## src/rtl/uart_pkg.sv

```systemverilog
// Shared UART definitions: receive FSM encoding, default frame geometry, parity types.
package uart_pkg;

    typedef enum logic [2:0] {
        IDLE   = 3'd0,
        START  = 3'd1,
        DATA   = 3'd2,
        PARITY = 3'd3,
        STOP   = 3'd4
    } uart_state_e;

    localparam int unsigned DEF_WIDTH    = 8;
    localparam int unsigned DEF_PRESCALE = 8;

    localparam logic PAR_EVEN = 1'b0;
    localparam logic PAR_ODD  = 1'b1;

endpackage

```

## src/rtl/uart_rx_sampler.sv

```systemverilog
// Captures three mid-bit samples of the RX line and presents their majority vote,
// with a strobe marking the first tick at which the vote is settled.
module uart_rx_sampler #(
    parameter int unsigned PRESCALE = 8,
    parameter int unsigned CNT_W    = 3
) (
    input  logic             clk,
    input  logic             rst_n,
    input  logic             rx_i,
    input  logic [CNT_W-1:0] edge_cnt_i,
    input  logic             enable_i,
    output logic             voted_o,
    output logic             sample_done_o
);

    localparam logic [CNT_W-1:0] TAP0 = CNT_W'(PRESCALE/2 - 1);
    localparam logic [CNT_W-1:0] TAP1 = CNT_W'(PRESCALE/2);
    localparam logic [CNT_W-1:0] TAP2 = CNT_W'(PRESCALE/2 + 1);
    localparam logic [CNT_W-1:0] DONE = CNT_W'(PRESCALE/2 + 2);

    logic [2:0] smp_q, smp_d;

    always_comb begin
        smp_d = smp_q;
        if (enable_i) begin
            if (edge_cnt_i == TAP0) smp_d[0] = rx_i;
            if (edge_cnt_i == TAP1) smp_d[1] = rx_i;
            if (edge_cnt_i == TAP2) smp_d[2] = rx_i;
        end
    end

    always_ff @(posedge clk or negedge rst_n) begin
        if (!rst_n) smp_q <= '0;
        else        smp_q <= smp_d;
    end

    assign voted_o       = (smp_q[0] & smp_q[1]) | (smp_q[0] & smp_q[2]) | (smp_q[1] & smp_q[2]);
    assign sample_done_o = enable_i && (edge_cnt_i == DONE);

endmodule

```

## src/rtl/uart_rx_deserializer.sv

```systemverilog
// UART receiver: oversampled start detect, majority-voted bits, optional parity, stop check.
// Define UART_RX_SYNC_EN to pass RX_IN through a 2-flop synchronizer (adds 2 cycles latency).
module uart_rx_deserializer
    import uart_pkg::*;
#(
    parameter int unsigned WIDTH    = DEF_WIDTH,
    parameter int unsigned PRESCALE = DEF_PRESCALE
) (
    input  logic             clk,
    input  logic             rst,
    input  logic             RX_IN,
    input  logic             PAR_EN,
    input  logic             PAR_TYP,
    output logic [WIDTH-1:0] P_DATA,
    output logic             Data_Valid,
    output logic             par_err,
    output logic             stp_err
);

    localparam int unsigned CNT_W = $clog2(PRESCALE);
    localparam int unsigned BIT_W = (WIDTH > 1) ? $clog2(WIDTH) : 1;
    localparam logic [CNT_W-1:0] CNT_LAST = CNT_W'(PRESCALE - 1);
    localparam logic [BIT_W-1:0] BIT_LAST = BIT_W'(WIDTH - 1);

    logic rx_s;

`ifdef UART_RX_SYNC_EN
    logic [1:0] sync_q;
    always_ff @(posedge clk or negedge rst) begin
        if (!rst) sync_q <= '1;
        else      sync_q <= {sync_q[0], RX_IN};
    end
    assign rx_s = sync_q[1];
`else
    assign rx_s = RX_IN;
`endif

    uart_state_e      state_q, state_d;
    logic [CNT_W-1:0] edge_cnt_q, edge_cnt_d;
    logic [BIT_W-1:0] bit_cnt_q, bit_cnt_d;
    logic [WIDTH-1:0] shift_q, shift_d;
    logic             par_en_q, par_en_d;
    logic             par_typ_q, par_typ_d;
    logic             par_bad_q, par_bad_d;
    logic             arm_q, arm_d;
    logic             fin_ok_q, fin_ok_d;
    logic             fin_perr_q, fin_perr_d;
    logic             fin_serr_q, fin_serr_d;
    logic [WIDTH-1:0] pdata_q, pdata_d;
    logic             dv_q, dv_d;
    logic             perr_q, perr_d;
    logic             serr_q, serr_d;

    logic voted;
    logic sample_done;
    logic edge_wrap;

    uart_rx_sampler #(
        .PRESCALE (PRESCALE),
        .CNT_W    (CNT_W)
    ) u_sampler (
        .clk           (clk),
        .rst_n         (rst),
        .rx_i          (rx_s),
        .edge_cnt_i    (edge_cnt_q),
        .enable_i      (state_q != IDLE),
        .voted_o       (voted),
        .sample_done_o (sample_done)
    );

    assign edge_wrap = (edge_cnt_q == CNT_LAST);

    always_comb begin
        state_d    = state_q;
        edge_cnt_d = edge_cnt_q;
        bit_cnt_d  = bit_cnt_q;
        shift_d    = shift_q;
        par_en_d   = par_en_q;
        par_typ_d  = par_typ_q;
        par_bad_d  = par_bad_q;
        arm_d      = arm_q;
        fin_ok_d   = 1'b0;
        fin_perr_d = 1'b0;
        fin_serr_d = 1'b0;
        // Frame verdict is staged one cycle so outputs land a full frame after start detect.
        dv_d    = fin_ok_q;
        perr_d  = fin_perr_q;
        serr_d  = fin_serr_q;
        pdata_d = fin_ok_q ? shift_q : pdata_q;

        if (state_q != IDLE) begin
            edge_cnt_d = edge_wrap ? '0 : edge_cnt_q + 1'b1;
        end

        case (state_q)
            IDLE: begin
                edge_cnt_d = '0;
                if (!arm_q) begin
                    if (rx_s) arm_d = 1'b1;
                end else if (!rx_s) begin
                    // The detecting cycle is tick 0 of the start bit.
                    state_d    = START;
                    edge_cnt_d = CNT_W'(1);
                    bit_cnt_d  = '0;
                    par_en_d   = PAR_EN;
                    par_typ_d  = PAR_TYP;
                    par_bad_d  = 1'b0;
                end
            end
            START: begin
                if (sample_done && voted) begin
                    state_d    = IDLE;
                    edge_cnt_d = '0;
                end else if (edge_wrap) begin
                    state_d = DATA;
                end
            end
            DATA: begin
                if (sample_done) shift_d = {voted, shift_q[WIDTH-1:1]};
                if (edge_wrap) begin
                    if (bit_cnt_q == BIT_LAST) begin
                        bit_cnt_d = '0;
                        state_d   = par_en_q ? PARITY : STOP;
                    end else begin
                        bit_cnt_d = bit_cnt_q + 1'b1;
                    end
                end
            end
            PARITY: begin
                if (sample_done) par_bad_d = voted ^ (^shift_q) ^ par_typ_q;
                if (edge_wrap)   state_d = STOP;
            end
            STOP: begin
                if (edge_wrap) begin
                    state_d    = IDLE;
                    fin_ok_d   = voted & ~par_bad_q;
                    fin_perr_d = par_bad_q;
                    fin_serr_d = ~voted;
                    // A low stop bit disarms detection until the line returns high.
                    if (!voted) arm_d = 1'b0;
                end
            end
            default: begin
                state_d    = IDLE;
                edge_cnt_d = '0;
            end
        endcase
    end

    always_ff @(posedge clk or negedge rst) begin
        if (!rst) begin
            state_q    <= IDLE;
            edge_cnt_q <= '0;
            bit_cnt_q  <= '0;
            shift_q    <= '0;
            par_en_q   <= 1'b0;
            par_typ_q  <= 1'b0;
            par_bad_q  <= 1'b0;
            arm_q      <= 1'b1;
            fin_ok_q   <= 1'b0;
            fin_perr_q <= 1'b0;
            fin_serr_q <= 1'b0;
            pdata_q    <= '0;
            dv_q       <= 1'b0;
            perr_q     <= 1'b0;
            serr_q     <= 1'b0;
        end else begin
            state_q    <= state_d;
            edge_cnt_q <= edge_cnt_d;
            bit_cnt_q  <= bit_cnt_d;
            shift_q    <= shift_d;
            par_en_q   <= par_en_d;
            par_typ_q  <= par_typ_d;
            par_bad_q  <= par_bad_d;
            arm_q      <= arm_d;
            fin_ok_q   <= fin_ok_d;
            fin_perr_q <= fin_perr_d;
            fin_serr_q <= fin_serr_d;
            pdata_q    <= pdata_d;
            dv_q       <= dv_d;
            perr_q     <= perr_d;
            serr_q     <= serr_d;
        end
    end

    assign P_DATA     = pdata_q;
    assign Data_Valid = dv_q;
    assign par_err    = perr_q;
    assign stp_err    = serr_q;

endmodule

```

## config.mk

```make
export PLATFORM = sky130hd
export DESIGN_NAME = uart_rx_deserializer
export DESIGN_NICKNAME = d
export VERILOG_FILES = /design/src/rtl/uart_pkg.sv /design/src/rtl/uart_rx_sampler.sv /design/src/rtl/uart_rx_deserializer.sv
export SDC_FILE = /design/constraint.sdc
export NUM_CORES = 1
export LEC_CHECK = 0
export ABC_AREA = 1
export CORE_AREA = 10 10 76 94
export CTS_BUF_LIST = sky130_fd_sc_hd__clkbuf_16
export DETAILED_ROUTE_END_ITERATION = 8
export DIE_AREA = 0 0 86 104
export HOLD_SLACK_MARGIN = 0.02
export PLACE_DENSITY = 0.5
export SLEW_MARGIN = 5
export SYNTH_ARGS = -nofsm -noshare
export SYNTH_HDL_FRONTEND = slang
export SYNTH_HIERARCHICAL = 1
export SYNTH_SLANG_ARGS = --single-unit
```

## constraint.sdc

```tcl
create_clock -name clk -period 2.8 [get_ports clk]
set_clock_uncertainty 0.05 [all_clocks]
set_input_delay 0.28 -clock clk [delete_from_list [all_inputs] [get_ports clk]]
set_output_delay 0.28 -clock clk [all_outputs]
set_load 0.01 [all_outputs]
```

Yosys cells after proc, flatten, opt, wreduce, memory -nomap -nowiden
Cells that the tools add are included.

Latch bits: 0. Logic and storage cells: 104. Input bits: 5. Register bits after elaboration: 38. Memories: 0. RAM bits: 0. Bits in read-only memories: 0. Output and inout port bits: 11.

Multipliers: 0. Reductions and logical operators: 18. Div/mod/pow operators: 0. Add/sub/neg operators: 2. Shifts and indexed selects: 0. Equal/unequal tests: 19. Bitwise logic cells: 11. Mux-type cells: 36. Order comparisons: 0.

Operator list (count): $mux W3 (16); $eq A3 B3 Y1 const B (6); $ne A2 B2 Y1 const B (8); $mux W1 (15); $pmux W3 S5 (1); $eq A3 B2 Y1 const B (3); $pmux W3 S3 (1); $reduce_and A2 Y1 (4); $reduce_and A4 Y1 (2); $reduce_xor A8 Y1 (1); $reduce_and A7 Y1 (1); $add A3 B1 Y3 const B (2); $pmux W3 S2 (1); $reduce_and A3 Y1 (2); $reduce_bool A2 Y1 (3); $and A1 B1 Y1 (4); $pmux W1 S2 (2); $eq A3 B1 Y1 const B (1); $logic_not A3 Y1 (1); $ne A3 B3 Y1 const B (1); $not A1 Y1 (3); $reduce_bool A3 Y1 (1); $reduce_or A3 Y1 (1); $logic_and A1 B1 Y1 (2); other kinds (2) (4).

Depth between registers and ports, before layout
Gate-level depths: netlist of the first run.

Word-level depth: 7. Gate-level depth with buffers: 13. Depth with buffers taken out: 13.

Hierarchy
Netlist of the first run, hierarchy kept.

By module, submodules not included: uart_rx_deserializer (times used 1, cells an instance 190, area each 1635.3 µm²); uart_rx_sampler (times used 1, cells an instance 29, area each 186.4 µm²).

Least setup slack after synthesis of the first run
Ideal clock, no wire load.

Path type: reg2reg. Start: register state_q[0]. End: register state_q[1]. Arrival: 1.683 ns. Cell stages (with the launch flop): 14. Path buffers: 0. Setup slack: 0.940 ns. Setup time: 0.127 ns. Required time: 2.623 ns. Cells stage by stage: dfrtp_1 -> inv_1 -> nand2_4 -> nor2_4 -> inv_1 -> nand2_1 -> nor3_1 -> nand2_1 -> nand3_1 -> nor2_1 -> o21ai_0 -> nand3_1 -> nand2_1 -> o21ai_0.

Word-level cells in the longest chain between the ends: 5. Elaborated cells between the ends (all ways): 18.

Ends and longest elaborated chain: start: declaration (RTL line uart_rx_deserializer.sv:38) `uart_state_e state_q, state_d;`; start signal: assignment (RTL line uart_rx_deserializer.sv:168) `state_q <= state_d;`; $reduce_bool A3 Y1 * (RTL line uart_rx_deserializer.sv:66) `.enable_i (state_q != IDLE),`; $logic_and A1 B1 Y1 * (RTL line uart_rx_sampler.sv:38) `assign sample_done_o = enable_i && (edge_cnt_i == DONE);`; net sample_done (RTL line uart_rx_deserializer.sv:55) `logic sample_done;`; $logic_and A1 B1 Y1 * (RTL line uart_rx_deserializer.sv:111) `if (sample_done && voted) begin`; $ne A3 B3 Y1 (no line) / $mux W3 (equally long branches); $reduce_and A7 Y1 (no line) / $pmux W3 S5 (equally long branches).

Mark *: on every way through the listed nets, which the timed path passes. The rest lies on a longest branch. A chain may end at the register's enable or synchronous reset.

Worst setup path in the final report of the first run
Ends and elaborated chain as after synthesis.

==> results of run 1 <==
-- Yosys cell counts (all sizes together) --
master / count
clkbuf: 1
ha: 4
mux2: 3
nor2: 20
nor3: 3
nand3: 11
dfstp: 1
inv: 30
buf: 1
xor2: 2
or2: 1
dfrtp: 37
xnor2: 3
nand2: 67
clkinv: 1
a21oi: 12
o21ai: 21
nor4: 1
-- sequential cells by signal (all words and copies together) (netlist names) --
| signal | flops |
|---|---|
| P_DATA | 8 |
| shift_q | 8 |
| bit_cnt_q | 3 |
| edge_cnt_q | 3 |
| state_q | 3 |
| u_sampler/smp_q | 3 |
| Data_Valid | 1 |
| arm_q | 1 |
| dv_d | 1 |
| fin_perr_q | 1 |
| fin_serr_q | 1 |
| par_bad_q | 1 |
| par_en_q | 1 |
| par_err | 1 |
| par_typ_q | 1 |
| stp_err | 1 |
-- critical path: cells and delay by family (launching register included) --
family / cells / cell delay [ns]
and+or+nand+nor: 9 / 1.02
DFF: 1 / 0.41
AOI/OAI and AO/OA: 2 / 0.27
buffers and inverters: 2 / 0.23
-- routing by layer --
metal / GRT usage / vias to the layer above / wire [um]
li1: - / 727 / -
met2: 0.146 / 20 / 1840
met3: 0.0298 / 10 / 173
met4: 0.0460 / 0 / 95
met5: 0 / - / 0
met1: 0.100 / 647 / 1460
-- stage by stage --
stage | setup WS (ns) | hold slack [ns] | cells
floorplan | 0.940 | -0.0656 | 219
global placement | 0.783 | 0.287 | 296
detailed placement | 0.731 | 0.287 | 296
CTS | 0.703 | 0.0944 | 304
global route | 0.361 | 0.133 | 304
finish | 0.718 | 0.0545 | 304
-- cells by family (layout without fill, tap and decap cells) --
| kind of cell | after synthesis | after routing | share of synthesized area |
|---|---|---|---|
| adders and majority gates | 4 | 4 | 0.0275 |
| muxes | 3 | 3 | 0.0185 |
| DFF | 38 | 38 | 0.523 |
| AOI/OAI and AO/OA | 33 | 33 | 0.0948 |
| buffers and inverters | 33 | 54 | 0.0687 |
| xor gates and xnor gates | 5 | 5 | 0.0240 |
| and+or+nand+nor | 103 | 103 | 0.244 |
-- report_power, final --
| group | internal, mW | leakage (nW) | switching [mW] |
|---|---|---|---|
| clock | 0.507 | 0.0915 | 0.207 |
| sequential | 0.645 | 0.507 | 0.0985 |
| combinational | 0.237 | 0.515 | 0.402 |
| total | 1.39 | 1.11 | 0.708 |
-- path summary, 6_finish.rpt --
check	endpoint	slack [ns]	depth (start not counted)
setup reg to reg	state_q[1]	0.72	13
max in group asynchronous	shift_q[7]	2.11	1
hold / removal	Data_Valid	0.05	1
hold reg to reg	stp_err	0.29	0
setup / recovery	state_q[1]	0.72	13
min in group clk	stp_err	0.29	0
-- layout make-up --
cell class | count | share of cell area
clock buffer | 5 | 0.0562
clock inverter | 3 | 0.0287
inverter | 31 | 0.0522
multi-input combinational | 148 | 0.334
sequential | 38 | 0.428
tap | 64 | 0.0360
timing repair buffer | 15 | 0.0652
==> impl_metrics.csv, run 1 <==
group,metric,value,unit
run_status,outcome,"finished, final reports clean",
detailed_routing,wl_per_cell,11.7,um
synthesis,synth.distinct_cells,25,
floorplan,rows,30,
grt,grt_max_degree,39,
synthesis,synth_area_leader_cell,"dfrtp_1",
floorplan,die_x,86,um
cts,cts_tree,"yes",
synthesis,yosysSeqAreaShare,0.523,
final_layout,seq_area,952,um^2
min_path,hold_class,"input port to async pin",
final_layout,layout-drive-gt1-share,0.104,
final_layout,final_common_cell,"nand2_1",
cts,insertion_delay,0.28,ns
cts,cts-hold-fix-buffers,0,
placed_design,dpl_cell_area,2040,um^2
placed_design,portBuffers,15,
timing,slew_headroom,0.441,
cts,cts_num_sinks,38,
power_and_ir_drop,leakagePower,1.11,nW
timing,worst_slew_pin_slew,0.838,ns
cts,ctsLongestPathBuffers,2,
floorplan,dieArea,8940,um^2
final_layout,diodes,0,
placed_design,gp_congestion,0.791,
placed_design,dp_hpwl,2630,um
synthesis,syn-num-nets,228,
final_layout,utilization,0.415,
detailed_routing,drtPass1Iterations,4,
run,max-cap-violations,0,
grt,antenna_found_initial,0,
timing,max_freq,480,MHz
synthesis,syn_area_per_cell,8.32,um^2
detailed_routing,via_per_inst,4.62,
timing,fin_setup_tns,0,ns
synthesis,ys_ff_latch,38,
cts,cts_resized,0,
detailed_routing,wl,3570,um
timing,layout_min_cycle_time,2.08,ns
final_layout,nFillCells,542,
critical_path,start_kind,"register",
detailed_routing,drtIter0Drc,54,
detailed_routing,drc_errors,0,
final_layout,final_area,2230,um^2
synthesis,syn_inst,219,
timing,finalHoldViolations,0,
cts,clk_pin_slew,0.06,ns
grt,grt_pass1_wl,6640,um
final_layout,layout_common_cells,"nand2_1, dfrtp_1, inv_1, o21ai_0, nor2_1",
critical_path,worstPathRequired,2.91,ns
grt,grt_use_total,0.0898,
timing,rsz0062_at_grt,"false",
critical_path,r2r_start,"state_q[0]",
grt,grt_pass1_vias,1425,
detailed_routing,vias,1404,
synthesis,syn-cell-area,1820,um^2
cts,post_cts_buffers,0,
power_and_ir_drop,irDropWorstVdd,0.000482,V
critical_path,worst_path_largest_cell_delay,0.41,ns
detailed_routing,ant_nets,0,
critical_path,cp_slowest_cell,"dfrtp_1",
floorplan,start_util,0.339,
cts,clock-root-buffer,"clkbuf_16",
critical_path,critical_path.cell_chain,"inv_1, nand2_4, nor2_4, inv_1, nand2_1, nor3_1, nand2_1, nand3_1, nor2_1, o21ai_0, nand3_1, nand2_1, o21ai_0",
final_layout,final_nets,248,
floorplan,core-area,5370,um^2
timing,period_share,0.744,
critical_path,cp_common_cell,"nand2_1",
synthesis,synth_top_area_share,0.508,
floorplan,ios,16,
power_and_ir_drop,p_total,2.10,mW
critical_path,critPathMaxFanout,9,
cts,cts_buffers,5,
final_layout,multi_input_area,744,um^2
synthesis,yosys-top-cells-area,"dfrtp_1, nand2_1, inv_1",
timing,report.final.setup_viol,0,
synthesis,synth_warnings,6,
timing,drv_slew,0,
final_layout,syn_to_final_growth,22.3,%
critical_path,path_class,"register to register",
critical_path,worstSetupEndpointType,"register",
critical_path,arrival,2.19,ns
cts,htreeDepth,2,
grt,grt.overflow.total,0,
critical_path,crit_start,"state_q[0]",
power_and_ir_drop,power.density,941,nW/um^2
floorplan,die_h,104,um
Note: power is estimated with default switching activity, not from simulation.
==> inputs of run 2 (changes only) <==
PLACE_DENSITY = 0.52   (was 0.5)
clock period = 1.9 ns   (was 2.8 ns; I/O delays follow)
==> run 2 against run 1 <==
Total power increased by 52%; maximum frequency increased by 21%; clock power increased by 47%; hold slack improved by 0.24 ns; core utilization increased by 1.3 points; routed wire length decreased by 1.3%; non-clock buffer count increased by 8; die area unchanged; cell count increased by 2.6%; sequential cell count unchanged; combinational power increased by 64%; worst setup slack got worse by 0.54 ns; critical endpoint unchanged; largest cell class unchanged; highest routed layer unchanged.
==> impl_metrics.csv, run 2 (synthesized netlist as in run 1, its figures left out) <==
group,metric,value,unit
timing,layout_min_cycle_time,1.72,ns
final_layout,layout-drive-gt1-share,0.141,
floorplan,core-area,5370,um^2
floorplan,die_x,86,um
grt,grt_pass1_vias,1369,
grt,grt_max_degree,39,
cts,clock-root-buffer,"clkbuf_16",
min_path,whs_path_depth,0,
detailed_routing,via_per_inst,4.55,
detailed_routing,drc_errors,0,
grt,grt.overflow.total,0,
placed_design,dp_hpwl,2610,um
timing,period_share,0.907,
critical_path,reg2reg_to,"state_q[1]",
power_and_ir_drop,power.switching,1.06,mW
timing,fin_setup_tns,0,ns
critical_path,cp_common_cell,"nand2_1",
min_path,min_to,"stp_err",
power_and_ir_drop,leakagePower,1.15,nW
detailed_routing,wl_per_cell,11.3,um
critical_path,critPathMaxFanout,4,
detailed_routing,drtPass1Iterations,4,
timing,worst_slew_pin_slew,0.488,ns
timing,rsz0062_at_grt,"false",
floorplan,rows,30,
final_layout,nFillCells,552,
detailed_routing,wl,3520,um
critical_path,r2r_cells,13,
placed_design,gp_congestion,0.836,
detailed_routing,vias,1420,
detailed_routing,drtIter0Drc,69,
detailed_routing,ant_nets,0,
cts,cts_buffers,5,
critical_path,worst_path_largest_cell_delay,0.34,ns
timing,report.final.setup_viol,0,
cts,insertion_delay,0.28,ns
placed_design,dp_cells,302,
power_and_ir_drop,power.density,1380,nW/um^2
timing,slew_headroom,0.675,
timing,finalHoldViolations,0,
cts,clk_pin_slew,0.06,ns
run,max-cap-violations,0,
critical_path,worstPathRequired,2.01,ns
final_layout,layout_common_cells,"nand2_1, dfrtp_1, inv_1, o21ai_0",
cts,cts_num_sinks,38,
cts,ctsLongestPathBuffers,2,
grt,grt_pass1_wl,6150,um
final_layout,seq_area,952,um^2
timing,max_freq,581,MHz
floorplan,ios,16,
final_layout,final_common_cell,"nand2_1",
critical_path,cp_slowest_cell,"dfrtp_1",
floorplan,dieArea,8940,um^2
final_layout,syn_to_final_growth,26.1,%
final_layout,multi_input_area,752,um^2
power_and_ir_drop,clockPowerShare,0.331,
critical_path,r2r_start,"state_q[0]",
power_and_ir_drop,irDropWorstVdd,0.000520,V
timing,drv_slew,0,
power_and_ir_drop,seqPwrFrac,0.338,
floorplan,die_h,104,um
critical_path,arrival,1.83,ns
critical_path,worstSetupEndpointType,"register",
critical_path,critical_path.cell_chain,"inv_1, nand2_4, nor2_4, inv_2, nand2_1, nor3_2, nand2_1, nand3_1, nor2_2, o21ai_1, nand3_1, nand2_1, o21ai_1",
floorplan,start_util,0.339,
min_path,min_from,"fin_serr_q",
critical_path,path_class,"register to register",
final_layout,diodes,0,
grt,grt_use_total,0.0838,
critical_path,start_kind,"register",
power_and_ir_drop,power_frac_comb,0.331,
min_path,hold_class,"register to register",
critical_path,rrSetupSlack,0.18,ns
final_layout,final_nets,256,
cts,cts_tree,"yes",
run_status,outcome,"finished, final reports clean",
power_and_ir_drop,p_sw_frac,0.335,
final_layout,stdcell_count,312,
cts,htreeDepth,2,
power_and_ir_drop,p_int,2.11,mW
grt,antenna_found_initial,0,
placed_design,portBuffers,15,
## run 2: critical path: cells and delay by family, from the launching register on
kind	cells	cell delay [ns]
compound gates	2	0.21
buf+inv	2	0.15
flops	1	0.34
simple gates	9	0.85
## run 2: how the worst max path moves through the flow
stage | startpoint | to | slack, ns | cells after the start
after global routing | state_q[0] | state_q[0] | 0.01 | 12
after floorplan | state_q[0] | state_q[1] | 0.04 | 13
final | state_q[0] | state_q[1] | 0.18 | 13
after detailed placement | state_q[0] | state_q[1] | 0.04 | 13
after CTS | state_q[0] | state_q[1] | 0.05 | 12
after global placement | state_q[0] | state_q[2] | 0.14 | 12
## run 2: layer usage
metal  vias up  GRT usage  wire, um
met5         -          0         0
li1        745          -         -
met1       652     0.0884      1530
met4         0     0.0389        73
met3         7     0.0306       156
met2        16      0.142      1760
## run 2: repair_timing
| item | in CTS | in global routing |
|---|---|---|
| buffers inserted | 0 | 1 |
| hold buffers | 1 | 0 |
| endpoints found under the setup margin | 1 | 4 |
| cloned | 0 | 0 |
| resized for setup | 1 | 5 |
| endpoints found under the hold margin | 37 | 0 |
| pin swaps | 0 | 1 |
## run 2: per-stage QoR
stage	hold WS (ns)	utilization	power (mW)	instance area [um^2]	setup slack (ns)
CTS	0.294	0.426	3.20	2290	0.0473
global route	0.316	0.428	3.43	2300	0.0139
floorplan	-0.156	-	1.83	1820	0.0404
detailed placement	0.230	0.388	2.11	2080	0.0384
global placement	0.227	0.388	2.10	2080	0.140
finish	0.293	0.428	3.18	2300	0.178
## run 2: power groups by stage
stage	logic [mW]	clock network [mW]	registers, mW
after floorplan	0.751	0	1.08
after global placement	1.02	0	1.09
after detailed placement	1.02	0	1.09
after CTS	1.04	1.08	1.08
after global routing	1.22	1.11	1.09
final	1.05	1.05	1.07
## run 2: cell type report
cell class / count / area share
Timing Repair Buffer: 23 / 0.0904
Inverter: 31 / 0.0507
Clock buffer: 5 / 0.0545
Tap cell: 64 / 0.0349
Clock inverter: 3 / 0.0278
Multi-Input combinational cell: 148 / 0.327
Sequential cell: 38 / 0.414
==> variant 1 (settings of run 2) <==
The package constant `DEF_PRESCALE` goes from 8 to 16.
--- a/src/rtl/uart_pkg.sv
+++ b/src/rtl/uart_pkg.sv
@@ -10,7 +10,7 @@
     } uart_state_e;
 
     localparam int unsigned DEF_WIDTH    = 8;
-    localparam int unsigned DEF_PRESCALE = 8;
+    localparam int unsigned DEF_PRESCALE = 16;
 
     localparam logic PAR_EVEN = 1'b0;
     localparam logic PAR_ODD  = 1'b1;
Formal check against the unedited RTL: same outputs for any inputs over 10 cycles, from zero or initial values and one cycle with rst low; that may be too few to reach the edited logic, so the function may still have changed.
==> variant 1 against run 2 <==
Utilization grew 0.82 points; power shrank 9.1%; routed wire length grew 8.0%; worst setup slack lost 0.0022 ns; area after synthesis grew 3.7%; sequential cell count grew 1; via count grew 5.0%; cell area grew 1.9%; non-clock buffer count grew 2; hold slack gained 0.0026 ns.
==> variant 1: results <==
# TYPE chip_impl_metric gauge
chip_impl_metric{name="n_all_buffers",unit=""} 25
chip_impl_metric{name="num-nets-final",unit=""} 262
chip_impl_metric{name="max_stage_delay",unit="ns"} 0.38
chip_impl_metric{name="buffer_area_share",unit="%"} 10.0
chip_impl_info{name="synthTopCellsByCount",value="sky130_fd_sc_hd__nand2_1, sky130_fd_sc_hd__dfrtp_1, sky130_fd_sc_hd__inv_1"} 1
chip_impl_metric{name="synth_fp_nets",unit=""} 233
chip_impl_metric{name="wl_per_cell",unit="um"} 11.9
chip_impl_metric{name="seq-cell-share",unit="%"} 41.7
chip_impl_metric{name="clock_sinks",unit=""} 39
chip_impl_metric{name="finalWeightedCongestion",unit=""} 0.839
chip_impl_metric{name="synthXorXnorAreaFrac",unit="%"} 1.85
chip_impl_info{name="crit_path_start",value="state_q[1]"} 1
chip_impl_metric{name="grt_start_max_net_pins",unit=""} 22
chip_impl_metric{name="worstPathMaxFanout",unit=""} 5
chip_impl_metric{name="synth_compound_gate_area_share",unit="%"} 8.48
chip_impl_metric{name="yosys-mux-area-fraction",unit="%"} 1.19
chip_impl_metric{name="multi_input_comb_cells",unit=""} 154
chip_impl_metric{name="layout.clock.cell_area_share",unit="%"} 5.88
chip_impl_metric{name="timing.reg2reg.worst_path_depth",unit=""} 13
chip_impl_metric{name="post_cts_resized",unit=""} 0
chip_impl_metric{name="synth.lib_cells_used.distinct",unit=""} 28
chip_impl_info{name="synthTopCellsByArea",value="sky130_fd_sc_hd__dfrtp_1, sky130_fd_sc_hd__nand2_1, sky130_fd_sc_hd__inv_1, sky130_fd_sc_hd__nor2_1, sky130_fd_sc_hd__a21oi_1"} 1
chip_impl_metric{name="drive_gt1_share",unit="%"} 12.9
chip_impl_info{name="critPathCapture",value="state_q[1]"} 1
chip_impl_metric{name="vdd.ir_drop.worst",unit="mV"} 0.528
chip_impl_metric{name="detail_route.vias_per_cell",unit=""} 4.67
chip_impl_metric{name="summed_instance_area_of_the_synthesized_netlist",unit="um^2"} 1890
chip_impl_metric{name="first_global_vias",unit=""} 1468
chip_impl_metric{name="multi_input_area_share",unit="%"} 34.2
chip_impl_metric{name="post-dp-hpwl",unit="mm"} 2.88
chip_impl_metric{name="power.leakage",unit="uW"} 0.00114
chip_impl_metric{name="max_slew_margin_vs_limit",unit="%"} 68.7
chip_impl_info{name="status",value="completed"} 1
variant 1: cell types whose count changed in the layout (fill, tap and decap cells not counted), sizes merged, moves of 2 or more:
cell    delta
nand3      +2
nor2       +5
buf        +2
nand4      +4
bufinv     -2
o21ai      -7
variant 1: through the flow:
step / instance area (um^2) / instances / utilization (%) / setup slack, ns
6_report: 2340 / 319 / 43.6 / 0.175
2_1_floorplan: 1900 / 225 / - / 0.0795
3_3_place_gp: 2170 / 308 / 40.4 / 0.214
4_1_cts: 2310 / 317 / 43.1 / 0.156
3_5_place_dp: 2170 / 308 / 40.4 / 0.161
5_1_grt: 2340 / 319 / 43.6 / 0.0142
variant 1: power by group:
group	leakage (uW)	switching (uW)	internal [uW]	total, uW
combinational	0.000546	639	406	1040
clock	0.0000762	308	474	781
sequential	0.000521	105	957	1060
variant 1: metal layers:
metal  track usage (%)  part of all wire, %  vias up
met4              3.89                  2.1        0
met2              14.3                   48       37
met1              10.5                   43      670
met3              3.45                  6.3        9
li1                  -                    -      775
met5                 0                    0        -
==> variant 2 (settings of run 2) <==
Made on the original files. The 5 states of `uart_state_e` get a one-hot encoding in 5 bits.
--- a/src/rtl/uart_pkg.sv
+++ b/src/rtl/uart_pkg.sv
@@ -1,12 +1,12 @@
 // Shared UART definitions: receive FSM encoding, default frame geometry, parity types.
 package uart_pkg;
 
-    typedef enum logic [2:0] {
-        IDLE   = 3'd0,
-        START  = 3'd1,
-        DATA   = 3'd2,
-        PARITY = 3'd3,
-        STOP   = 3'd4
+    typedef enum logic [4:0] {
+        IDLE   = 5'b00001,
+        START  = 5'b00010,
+        DATA   = 5'b00100,
+        PARITY = 5'b01000,
+        STOP   = 5'b10000
     } uart_state_e;
 
     localparam int unsigned DEF_WIDTH    = 8;
Check against the original RTL: no difference found for any inputs over 10 cycles, from zero or initial values and one cycle with rst low; not proved beyond that.
==> variant 2 against run 2 <==
Cell area grew 6.5%; sequential cell count grew 2; cell count grew 5.8%; power grew 2.7%; critical path type unchanged; synthesized cell count grew 7.3%; worst setup slack lost 0.017 ns; area after synthesis grew 7.3%; first-iteration DRC count shrank 16%; routed wire length grew 12%.
==> variant 2: results <==
# TYPE chip_impl_metric gauge
chip_impl_metric{name="worst_pin_slew",unit="ns"} 0.481
chip_impl_info{name="synthTopCellsByArea",value="sky130_fd_sc_hd__dfrtp_1, sky130_fd_sc_hd__nand2_1, sky130_fd_sc_hd__inv_1, sky130_fd_sc_hd__nor2_1, sky130_fd_sc_hd__nand3_1"} 1
chip_impl_info{name="status",value="completed"} 1
chip_impl_metric{name="yosysSeqAreaShare",unit="%"} 51.3
chip_impl_metric{name="use_met3",unit="%"} 3.29
chip_impl_metric{name="final.signal_inverter_count",unit=""} 35
chip_impl_metric{name="wl_met2",unit="mm"} 1.90
chip_impl_metric{name="grt_use_total",unit="%"} 9.26
chip_impl_metric{name="vias",unit=""} 1560
chip_impl_metric{name="final_min_period_over_clock_period",unit="%"} 91.5
chip_impl_metric{name="report.power.total",unit="uW"} 3260
chip_impl_metric{name="use_met1",unit="%"} 11.0
chip_impl_metric{name="first_global_vias",unit=""} 1487
chip_impl_metric{name="clkPwrFrac",unit="%"} 32.5
chip_impl_info{name="reg2reg_from",value="state_q[0]"} 1
chip_impl_metric{name="layout.clock.cell_area_share",unit="%"} 7.57
chip_impl_metric{name="synthXorXnorAreaFrac",unit="%"} 0.448
chip_impl_metric{name="n_all_buffers",unit=""} 27
chip_impl_metric{name="final_util",unit="%"} 45.6
chip_impl_metric{name="arr_time_crit_path",unit="ns"} 1.85
chip_impl_metric{name="synth_compound_gate_area_share",unit="%"} 10.5
chip_impl_info{name="slowest_stage_cell_on_the_critical_path",value="sky130_fd_sc_hd__dfstp_2"} 1
chip_impl_metric{name="drt_first_iter_violations",unit=""} 58
chip_impl_metric{name="max_stage_delay",unit="ns"} 0.53
chip_impl_metric{name="grt_start_max_net_pins",unit=""} 18
chip_impl_metric{name="p_int",unit="uW"} 2160
chip_impl_metric{name="met3RoutedLength",unit="um"} 223
chip_impl_metric{name="regToRegSetupSlack",unit="ns"} 0.16
chip_impl_metric{name="wl_met1",unit="mm"} 1.77
chip_impl_metric{name="hold-worst-slack",unit="ns"} 0.300
chip_impl_metric{name="wl_per_cell",unit="um"} 11.9
-- variant 2: cell count changes after synthesis, moves of 2 or more --
cell | run 2 | this run
sky130_fd_sc_hd__o21ai_1 | 1 | 8
sky130_fd_sc_hd__nor2_2 | 3 | 5
sky130_fd_sc_hd__mux2_2 | 3 | 0
sky130_fd_sc_hd__xor2_1 | 2 | 0
sky130_fd_sc_hd__o21ai_0 | 18 | 10
sky130_fd_sc_hd__o211ai_1 | 0 | 2
sky130_fd_sc_hd__nand3_2 | 0 | 2
sky130_fd_sc_hd__o21bai_1 | 0 | 4
sky130_fd_sc_hd__or2_2 | 0 | 2
sky130_fd_sc_hd__nor2_1 | 15 | 22
sky130_fd_sc_hd__xnor2_1 | 3 | 1
sky130_fd_sc_hd__nand4_1 | 0 | 6
sky130_fd_sc_hd__nand2_1 | 64 | 59
sky130_fd_sc_hd__inv_1 | 27 | 30
